<file path="config.mk">
export PLATFORM = sky130hd
export DESIGN_NAME = syscall_run_ctrl
export DESIGN_NICKNAME = d
export VERILOG_FILES = /design/src/rtl/syscall_run_ctrl.sv
export SDC_FILE = /design/constraint.sdc
export NUM_CORES = 1
export LEC_CHECK = 0
export ABC_AREA = 1
export BUFFER_PORTS_ARGS = -buffer_cell sky130_fd_sc_hd__buf_2
export CAP_MARGIN = 10
export CORE_AREA = 2 2 149 151
export CTS_CLUSTER_SIZE = 10
export DETAILED_ROUTE_END_ITERATION = 8
export DIE_AREA = 0 0 151 153
export PLACE_DENSITY = 0.53
export SLEW_MARGIN = 25
export SYNTH_ARGS = -nofsm -noshare
export SYNTH_HDL_FRONTEND = slang
export SYNTH_SLANG_ARGS = --single-unit
</file>
<file path="constraint.sdc">
create_clock -name clk -period 2.01 [get_ports clk]
set_input_delay 0.1005 -clock clk [delete_from_list [all_inputs] [get_ports clk]]
set_output_delay 0.1005 -clock clk [all_outputs]
set_load 0.1 [all_outputs]
</file>
<file path="src/rtl/syscall_run_ctrl.sv">
// Purpose: run control (free-run/step/halt) and hex display scanner for the MIPS core.
// Latency: pc_en is combinational; counters, print register and halted update on the exec edge.
// Backpressure: the core stalls while pc_en is low; a halt freezes the core until reset.
module syscall_run_ctrl #(
    parameter logic [15:0] SCAN_DIV = 16'd50000
) (
    input  logic        clk,
    input  logic        rst_n,
    input  logic        disp,
    input  logic        halt,
    input  logic [31:0] disp_data,
    input  logic [31:0] pc_in,
    input  logic        step_mode,
    input  logic        go,
    input  logic [1:0]  sel,
    output logic        pc_en,
    output logic        halted,
    output logic [7:0]  an,
    output logic [7:0]  seg
);

    // ST_INIT is the reset encoding: it behaves as RUN or STEP according to the
    // live step_mode level, so the reset state never has to load a data input.
    localparam logic [1:0] ST_INIT = 2'd0;
    localparam logic [1:0] ST_RUN  = 2'd1;
    localparam logic [1:0] ST_STEP = 2'd2;
    localparam logic [1:0] ST_HALT = 2'd3;

    logic [1:0]  state_q, state_d, state_cur;
    logic        go_q;
    logic        go_pulse;
    logic        exec;
    logic [31:0] print_q;
    logic [31:0] instr_cnt_q;
    logic [15:0] print_cnt_q;
    logic [15:0] presc_q;
    logic [2:0]  digit_q;
    logic [31:0] word_sel;
    logic [3:0]  nibble;
    logic [6:0]  seg_on;

    // Effective state, step edge detect, execute qualifier and next state.
    always_comb begin
        state_cur = state_q;
        if (state_q == ST_INIT) begin
            state_cur = step_mode ? ST_STEP : ST_RUN;
        end
        // The first cycle after reset only samples go, so a button held through
        // reset release cannot fire a step.
        go_pulse = go & ~go_q & (state_q != ST_INIT);
        exec     = (state_cur == ST_RUN) | ((state_cur == ST_STEP) & go_pulse);
        pc_en    = exec & ~halt;
        if (state_cur == ST_HALT || (exec && halt)) begin
            state_d = ST_HALT;
        end else begin
            state_d = step_mode ? ST_STEP : ST_RUN;
        end
    end

    assign halted = (state_q == ST_HALT);

    // Run-control state and step-button history.
    always_ff @(posedge clk or negedge rst_n) begin
        if (!rst_n) begin
            state_q <= ST_INIT;
            go_q    <= 1'b0;
        end else begin
            state_q <= state_d;
            go_q    <= go;
        end
    end

    // Print register and instruction/print counters, all advanced by exec.
    always_ff @(posedge clk or negedge rst_n) begin
        if (!rst_n) begin
            print_q     <= 32'd0;
            instr_cnt_q <= 32'd0;
            print_cnt_q <= 16'd0;
        end else if (exec) begin
            instr_cnt_q <= instr_cnt_q + 32'd1;
            if (disp) begin
                print_q     <= disp_data;
                print_cnt_q <= print_cnt_q + 16'd1;
            end
        end
    end

    // Digit scan prescaler and digit index.
    always_ff @(posedge clk or negedge rst_n) begin
        if (!rst_n) begin
            presc_q <= 16'd0;
            digit_q <= 3'd0;
        end else if (presc_q == SCAN_DIV - 16'd1) begin
            presc_q <= 16'd0;
            digit_q <= digit_q + 3'd1;
        end else begin
            presc_q <= presc_q + 16'd1;
        end
    end

    // Display word select, nibble pick and hex font (segments g..a, active-high here).
    always_comb begin
        case (sel)
            2'd0:    word_sel = print_q;
            2'd1:    word_sel = instr_cnt_q;
            2'd2:    word_sel = {16'd0, print_cnt_q};
            default: word_sel = pc_in;
        endcase
        nibble = word_sel[{digit_q, 2'b00} +: 4];
        case (nibble)
            4'h0:    seg_on = 7'h3F;
            4'h1:    seg_on = 7'h06;
            4'h2:    seg_on = 7'h5B;
            4'h3:    seg_on = 7'h4F;
            4'h4:    seg_on = 7'h66;
            4'h5:    seg_on = 7'h6D;
            4'h6:    seg_on = 7'h7D;
            4'h7:    seg_on = 7'h07;
            4'h8:    seg_on = 7'h7F;
            4'h9:    seg_on = 7'h6F;
            4'hA:    seg_on = 7'h77;
            4'hB:    seg_on = 7'h7C;
            4'hC:    seg_on = 7'h39;
            4'hD:    seg_on = 7'h5E;
            4'hE:    seg_on = 7'h79;
            default: seg_on = 7'h71;
        endcase
        seg = {1'b1, ~seg_on};
        an  = ~(8'h01 << digit_q);
    end

endmodule

</file>
Word-level counts from Yosys, hierarchy flattened
Memories as Yosys holds them, arrays and structs flattened.
Cells that the tools add are included.
{"block": "totals", "mem_count": 1, "regBits": 102, "output_inout_bits": 18, "mem_bits_ro": 112, "wordCells": 41, "inputBits": 72}
{"block": "op_classes", "shifts": 2, "n_bitwise": 9, "reduce_logical": 6, "eq_ne": 7, "muxes": 5, "add_sub_neg": 4}
{"name": "(name not given)", "depth": 16, "width": 7, "rd": 1, "rd_ports_with_merged_regs": 0, "wr": 0, "line_no": "110", "text": "case (nibble)"}
{"op": "one-hot mux 32 bit (3 select lines)", "count": 1}
{"op": "adder 16 x 1 -> 16 bit, second input constant", "count": 2}
{"op": "adder 32 x 1 -> 32 bit, second input constant", "count": 1}
{"op": "variable part select 32 x 6 -> 4 bit", "count": 1}
{"op": "equality test 16 bit, second input constant", "count": 1}
{"op": "2-to-1 mux 16 bit", "count": 1}
{"op": "equality test 2 bit, second input constant", "count": 4}
{"op": "inverter 8 bit", "count": 1}
{"op": "left shift 1 x 3 -> 8 bit, first input constant", "count": 1}
{"op": "inverter 7 bit", "count": 1}
{"op": "2-to-1 mux 2 bit", "count": 3}
{"op": "AND 1 bit", "count": 4}
{"op": "equality test 2 x 1 -> 1 bit, second input constant", "count": 2}
{"op": "logical NOT 2 bit", "count": 2}
{"op": "adder 3 x 1 -> 3 bit, second input constant", "count": 1}
{"op": "inverter 1 bit", "count": 2}
{"op": "AND reduction 2 bit", "count": 1}
{"op": "nonzero test 2 bit", "count": 1}
{"op": "logical AND 1 bit", "count": 1}
{"op": "logical OR 1 bit", "count": 1}
{"op": "bitwise OR 1 bit", "count": 1}

Longest topological paths before layout
Gate-level depths: netlist of run 1.
{"block": "depth", "ltp_word": 8, "depth_mapped": 17}

Worst setup path before layout of run 1
OpenSTA, ideal clock, no wires.
{"block": "synth_path", "path_kind": "flip-flop to output port", "start": "reg digit_q[1]", "end": "out seg[2]", "path_buffers": 1, "path_slack_ps": -1042, "required_ps": 1910, "stages_incl_launch_ff": 12, "arrival_time_ps": 2952, "cell_sequence": "dfrtp_1 -> inv_1 -> buf_1 -> nand4_1 -> nand3_1 -> nand2_1 -> nand2_1 -> nand2_1 -> inv_1 -> ha_1 -> nand2_1 -> o21ai_1"}
{"block": "synth_via", "elab_chain_len": 3}
{"item": "start: declaration", "line_no": "37", "text": "logic [2:0] digit_q;"}
{"item": "start signal: assignment", "line_no": "95", "text": "digit_q <= digit_q + 3'd1;"}
{"item": "variable part select 32 x 6 -> 4 bit", "line_no": "109", "text": "nibble = word_sel[{digit_q, 2'b00} +: 4];"}
{"item": "memory (16 x 7 bit)"}
{"item": "inverter 7 bit", "line_no": "128", "text": "seg = {1'b1, ~seg_on};"}
{"item": "end: declaration", "line_no": "19", "text": "output logic [7:0] seg"}
No other way between the ends.

Worst setup path in the final report of run 1
{"block": "layout_path", "start": "reg digit_q[0]", "end": "out seg[1]"}
The elaborated chain is that of the path after synthesis.

==> results of run 1 <==
[cells in the mapped netlist (all sizes together)]
cell     count  area, µm²
o211ai       3       22.5
nand4       26        178
inv         80        305
a31oi        3       18.8
nand2      315       1220
a2bb2oi      1       8.76
ha          16        200
clkbuf       5       18.8
xor2        33        289
nor3        12       65.1
nor3b        1       7.51
xnor2       15        131
or2         12       75.1
o221ai       3       26.3
buf         18        123
o22a         1       8.76
clkinv       1       3.75
o211a        1       10.0
conb         1       3.75
a21oi       14       70.1
nor4         6       58.8
nand3b       4       30.0
o21bai       1       7.51
o21ai       22        110
nand3       68        358
nor2        93        430
dfrtp      102       2550
[per-layer routing]
metal | vias to the layer above | track usage [%] | part of all wire, %
met5 | - | 0 | 0
met4 | 0 | 4.90 | 1.6
met3 | 19 | 2.39 | 3.4
met2 | 130 | 27.9 | 47
met1 | 2861 | 25.1 | 48
li1 | 3128 | - | -
[final timing paths]
path | to | from | slack [ns]
worst max-delay path | seg[1] | digit_q[0] | -0.44
worst min-delay path | state_q[0] | halt | 0.02
worst max register to register | instr_cnt_q[26] | instr_cnt_q[0] | 0.14
worst min register to register | presc_q[13] | presc_q[13] | 0.47
max in group asynchronous | digit_q[1] | rst_n | 1.11
min in group asynchronous | go_q | rst_n | 0.26
[power breakdown]
group	total [mW]	internal [mW]	switching, mW	leakage (nW)
sequential	2.75	2.43	0.320	1.30
clock	1.76	0.965	0.797	0.143
combinational	2.67	1.08	1.59	2.96
[cells by family (layout without fill, tap and decap cells)]
| kind of cell | after synthesis | after routing | synth area share, % |
|---|---|---|---|
| buffers and inverters | 104 | 313 | 7.11 |
| AOI/OAI and AO/OA | 49 | 49 | 4.46 |
| adders and majority gates | 16 | 16 | 3.16 |
| and+or+nand+nor | 537 | 537 | 38.3 |
| other | 1 | 2 | 0.0592 |
| xor gates and xnor gates | 48 | 48 | 6.63 |
| DFF | 102 | 102 | 40.3 |
[what timing repair did]
action                                  4_1_cts  5_1_grt
endpoints found under the setup margin        9       13
gates cloned                                  0        0
hold buffers                                 35        0
hold endpoints to repair                     66        0
pin swaps                                    16       12
buffers inserted                              6        5
resized for setup                            38       31
[sequential cells by signal, indices dropped and copies added, names as in the netlist]
| register | cells |
|---|---|
| instr_cnt_q | 32 |
| print_q | 32 |
| presc_q | 16 |
| print_cnt_q | 16 |
| digit_q | 3 |
| state_q | 2 |
| go_q | 1 |
[critical path, cell delays in order, from the launching register on]
cell      delay [ns]
dfrtp_1         0.43
inv_2           0.15
nand2_4         0.09
a21oi_2         0.10
nand2_1         0.06
nand3_1         0.07
nand2_1         0.06
nand2_1         0.07
nand2_2         0.07
buf_4           0.14
ha_4            0.14
nand3b_1        0.18
nand2_1         0.11
nand2_2         0.09
nand2_8         0.08
buf_12          0.16
[cell type report]
class	count	area, µm²	share of cell area [%]
Timing Repair Buffer	216	1780	20.0
Sequential cell	102	2550	28.7
Tap cell	280	350	3.93
Clock buffer	10	229	2.57
Inverter	81	317	3.56
Multi-Input combinational cell	651	3610	40.5
Antenna cell	1	2.50	0.0281
Clock inverter	6	61.3	0.689
[per-stage QoR]
| step | hold slack [ns] | worst slack (ns) |
|---|---|---|
| 2_1_floorplan | -0.195 | -0.0454 |
| 3_3_place_gp | 0.0838 | -0.262 |
| 3_5_place_dp | 0.0840 | -0.295 |
| 4_1_cts | 0.000280 | -0.428 |
| 5_1_grt | 0.0213 | -0.602 |
| 6_report | 0.0159 | -0.436 |
==> flow_metrics.tcl, run 1 <==
set metrics [dict create \
    leakage_nw 4.41 \
    grt_usage_pct 17.6 \
    syn_avg_cell_area_um2 7.39 \
    initial_core_util_pct 29.5 \
    required_ns 1.91 \
    finalHoldViolCount 0 \
    cts_tree "done" \
    report.final.setup_viol 7 \
    numPortBuffers 88 \
    syn_nets 945 \
    cts_max_level 3 \
    ys_seq_area_share_pct 40.3 \
    final_antenna_net_count 0 \
    drv_cap 0 \
    cp_max_fo 5 \
    clk_pin_slew_worst_paths_ns 0.07 \
    worstSetupPathType "flip-flop to primary output" \
    final_cells 1347 \
    routedWlPerCell_um 14.4 \
    vias 6138 \
    r2r_cells 11 \
    post-route-period-util_pct 122 \
    dr.pass1.iters 7 \
    status "complete, but fails checks" \
    final_util_pct 41.4 \
    num_io_pins 90 \
    routed_wl_mm 19.4 \
    yosysWarnings 0 \
    root_buffer "clkbuf_16" \
    p_total_mw 7.18 \
    setup_tns_ns -2.68 \
    min_path_cells 3 \
    violations "negative setup slack" \
    mostFrequentLayoutCells "nand2_1, dfrtp_1, buf_4" \
    synth-seq-cells 102 \
    dp.cells 1285 \
    die_h_um 153 \
    synth.distinct_cells 46 \
    grt_start_max_net_pins 48 \
    drive_gt1_share_pct 27.0 \
    final.fill_count 2230 \
    drc_errors 0 \
    antenna_found_initial 0 \
    setup_ws_ns -0.436 \
    core_mm2 0.0215 \
    grt_overflow 0 \
    drv_slew 0 \
    grt_pass1_vias 6079 \
    rsz0062_at_grt "yes" \
    clkSinkCount 102 \
    syn_inst 857 \
    area_growth_pct 40.5 \
    final_nets 1149 \
    dpl_cell_area_mm2 0.00790 \
    grt_first_pass_wirelength_mm 31.9 \
    dp_hpwl_mm 15.2 \
    gp_congestion 0.867 \
    clockBufferDepth 2 \
    vias_per_cell 4.56 \
    drtIter0Drc 314 \
    start_kind "flip-flop" \
    cp_data_arrival_time_ns 2.35 \
    fin_area_mm2 0.00890 \
    powerDensity_mw_per_mm2 807 \
    period_needed_ns 2.45 \
    cts_inserted_buffers 9 \
    dieArea_mm2 0.0231 \
    fin_skew_ns 0.00888 \
    clock_latency_ns 0.35 \
    mostFrequentLayoutCell "nand2_1" \
    critPathCaptureType "primary output" \
    maxClockFrequency_mhz 409 \
    vdd_drop_max_uv 452 \
    die_x_um 151 \
    worstHoldPathType "input pin to flip-flop" \
    syn_area_mm2 0.00634 \
    fp-row-count 54 \
]
Power figures use the tool's default switching activity.
==> run 2, diff against run 1 <==
CAP_MARGIN = 20   (was 10)
CORE_AREA = 2 2 133 135   (was 2 2 149 151)
DIE_AREA = 0 0 135 137   (was 0 0 151 153)
PLACE_DENSITY = 0.63   (was 0.53)
==> run 2 against run 1 <==
Effect of this change: the flow still finishes with violations (negative setup slack); largest cell class unchanged; critical endpoint unchanged; fmax is 0.37% lower; clock skew hardly changed; core utilization is 11 points higher.
==> flow_metrics.tcl, run 2 (synthesis results as in run 1) <==
set metrics [dict create \
    cts_tree "done" \
    grt_overflow 0 \
    slowest_delay_ns 0.38 \
    final_antenna_net_count 0 \
    grt_first_pass_wirelength_mm 30.9 \
    dr.pass1.iters 5 \
    final_nets 1154 \
    clockBufferDepth 2 \
    drv_cap 0 \
    clk_pin_slew_worst_paths_ns 0.07 \
    mostFrequentLayoutCells "nand2_1, dfrtp_1, buf_4" \
    status "complete, but fails checks" \
    p_clk_share_pct 23.2 \
    cp_data_arrival_time_ns 2.35 \
    die_x_um 135 \
    fp-row-count 48 \
    setup_ws_ns -0.445 \
    gp_congestion 0.927 \
    core_mm2 0.0171 \
    die_h_um 137 \
    worstHoldPathType "input pin to flip-flop" \
    mostFrequentLayoutCell "nand2_1" \
    drtIter0Drc 419 \
    diodes 0 \
    clkSinkCount 102 \
    maxClockFrequency_mhz 407 \
    place_ws_ns -0.323 \
    switching_power_mw 2.77 \
    cp_common_cell "nand2_1" \
    initial_core_util_pct 37.2 \
    p_seq_share_pct 37.7 \
    post-route-period-util_pct 122 \
    critPathCaptureType "primary output" \
    drive_gt1_share_pct 27.7 \
    sw_frac_of_total_pct 38.6 \
    vias 6339 \
    crit_buf_inv 3 \
    fin_skew_ns 0.00893 \
    required_ns 1.91 \
    grt_usage_pct 21.5 \
    leakage_nw 4.41 \
    cts_max_level 3 \
    final_cells 1296 \
    routed_wl_mm 19.3 \
    numPortBuffers 88 \
    area_growth_pct 40.0 \
    rsz0062_at_grt "yes" \
    vdd_drop_max_uv 613 \
    dp.cells 1234 \
    finalHoldViolCount 0 \
    largestRegisters "instr_cnt_q: 32 flops, print_q: 32 flops" \
    internal_power_mw 4.42 \
    num_io_pins 90 \
    critical-path-slowest-cell "dfrtp_2" \
    drc_errors 0 \
    clock_latency_ns 0.36 \
    start_kind "flip-flop" \
    p_total_mw 7.19 \
    worstSetupPathType "flip-flop to primary output" \
    dieArea_mm2 0.0185 \
    antenna_found_initial 0 \
    cp_cell_sequence "clkinvlp_4 > a21oi_2 > nand3_1 > nand3_1 > nand2_1 > nand2_1 > nand2_2 > buf_6 > ha_4 > nand3b_1 > nand2_1 > nand2_2 > nand2_8 > buf_12" \
    cp_max_fo 8 \
    cts_inserted_buffers 9 \
    path_delay_family "simple AND/OR/NAND/NOR gates" \
    dp_hpwl_mm 14.5 \
    grt_pass1_vias 6094 \
    routedWlPerCell_um 14.9 \
    comb_power_share_pct 39.1 \
    powerDensity_mw_per_mm2 811 \
    drv_slew 0 \
    setup_tns_ns -2.90 \
    vias_per_cell 4.89 \
    report.final.setup_viol 7 \
    root_buffer "clkbuf_16" \
    violations "negative setup slack" \
    final_util_pct 52.0 \
    grt_start_max_net_pins 46 \
    period_needed_ns 2.46 \
]
## run 2: changes by cell type in the layout (fill, tap and decap cells not counted), moves of 3 or more
cell | previous run | this run
nor2_2 | 8 | 13
buf_4 | 83 | 87
nor2_1 | 75 | 72
clkinv_4 | 0 | 3
## run 2: what timing repair did
| action | CTS | global route |
|---|---|---|
| hold buffers | 37 | 0 |
| endpoints found under the hold margin | 115 | 0 |
| pin swaps | 18 | 14 |
| setup endpoints to repair | 7 | 9 |
| gates resized for setup | 43 | 30 |
| setup buffers | 3 | 7 |
## run 2: worst register-to-register path, cell delays in order, from the launching register on
cell and delay (ns):
dfrtp_1 0.37, buf_4 0.15, ha_1 0.17, nand3_1 0.16, nor2_4 0.15, nand2_2 0.08, nor2_2 0.12, nand3_1 0.14
nor3_2 0.19, nand3_1 0.11, nand2_1 0.07, nand2_1 0.04
## run 2: metrics by stage
step / hold slack, ns / cell area (µm²)
2_1_floorplan: -0.195 / 6400
3_3_place_gp: 0.0141 / 7860
3_5_place_dp: 0.0158 / 7860
4_1_cts: 0.143 / 8690
5_1_grt: 0.167 / 8870
6_report: 0.149 / 8870
## run 2: power by group through the flow
stage          registers, mW  logic [mW]  clock network [mW]
4_1_cts                 2.70        2.65                1.71
2_1_floorplan           2.67        1.54                   0
6_report                2.71        2.81                1.67
3_5_place_dp            2.73        2.49                   0
3_3_place_gp            2.73        2.47                   0
5_1_grt                 2.75        3.04                1.78
## run 2: routing by layer
metal / up-vias / part of all wire (%) / track usage [%]
met3: 30 / 4.4 / 3.26
met5: - / 0 / 0
met1: 3000 / 46 / 29.2
li1: 3144 / - / -
met2: 165 / 47 / 35.3
met4: 0 / 2.8 / 7.41
## run 2: worst paths after layout
check                                     from               to  slack (ns)  cells after the start
worst max-delay path                digit_q[1]           seg[1]       -0.45                     14
worst min-delay path                      disp   print_cnt_q[0]        0.15                      3
worst max register to register  instr_cnt_q[0]  instr_cnt_q[26]        0.14                     11
worst min register to register      presc_q[0]       presc_q[0]        0.47                      1
max in group asynchronous                rst_n  instr_cnt_q[26]        1.23                      3
min in group asynchronous                rst_n       print_q[1]        0.17                      2
## run 2: cell type report
| class | instances | area (µm²) |
|---|---|---|
| clock inverters | 6 | 45.0 |
| repair buffers | 221 | 1810 |
| multi-input cells | 651 | 3630 |
| flip-flops and latches | 102 | 2550 |
| clock buffers | 10 | 229 |
| fillers | 1641 | 8190 |
| well taps | 225 | 282 |
| inverters | 81 | 318 |
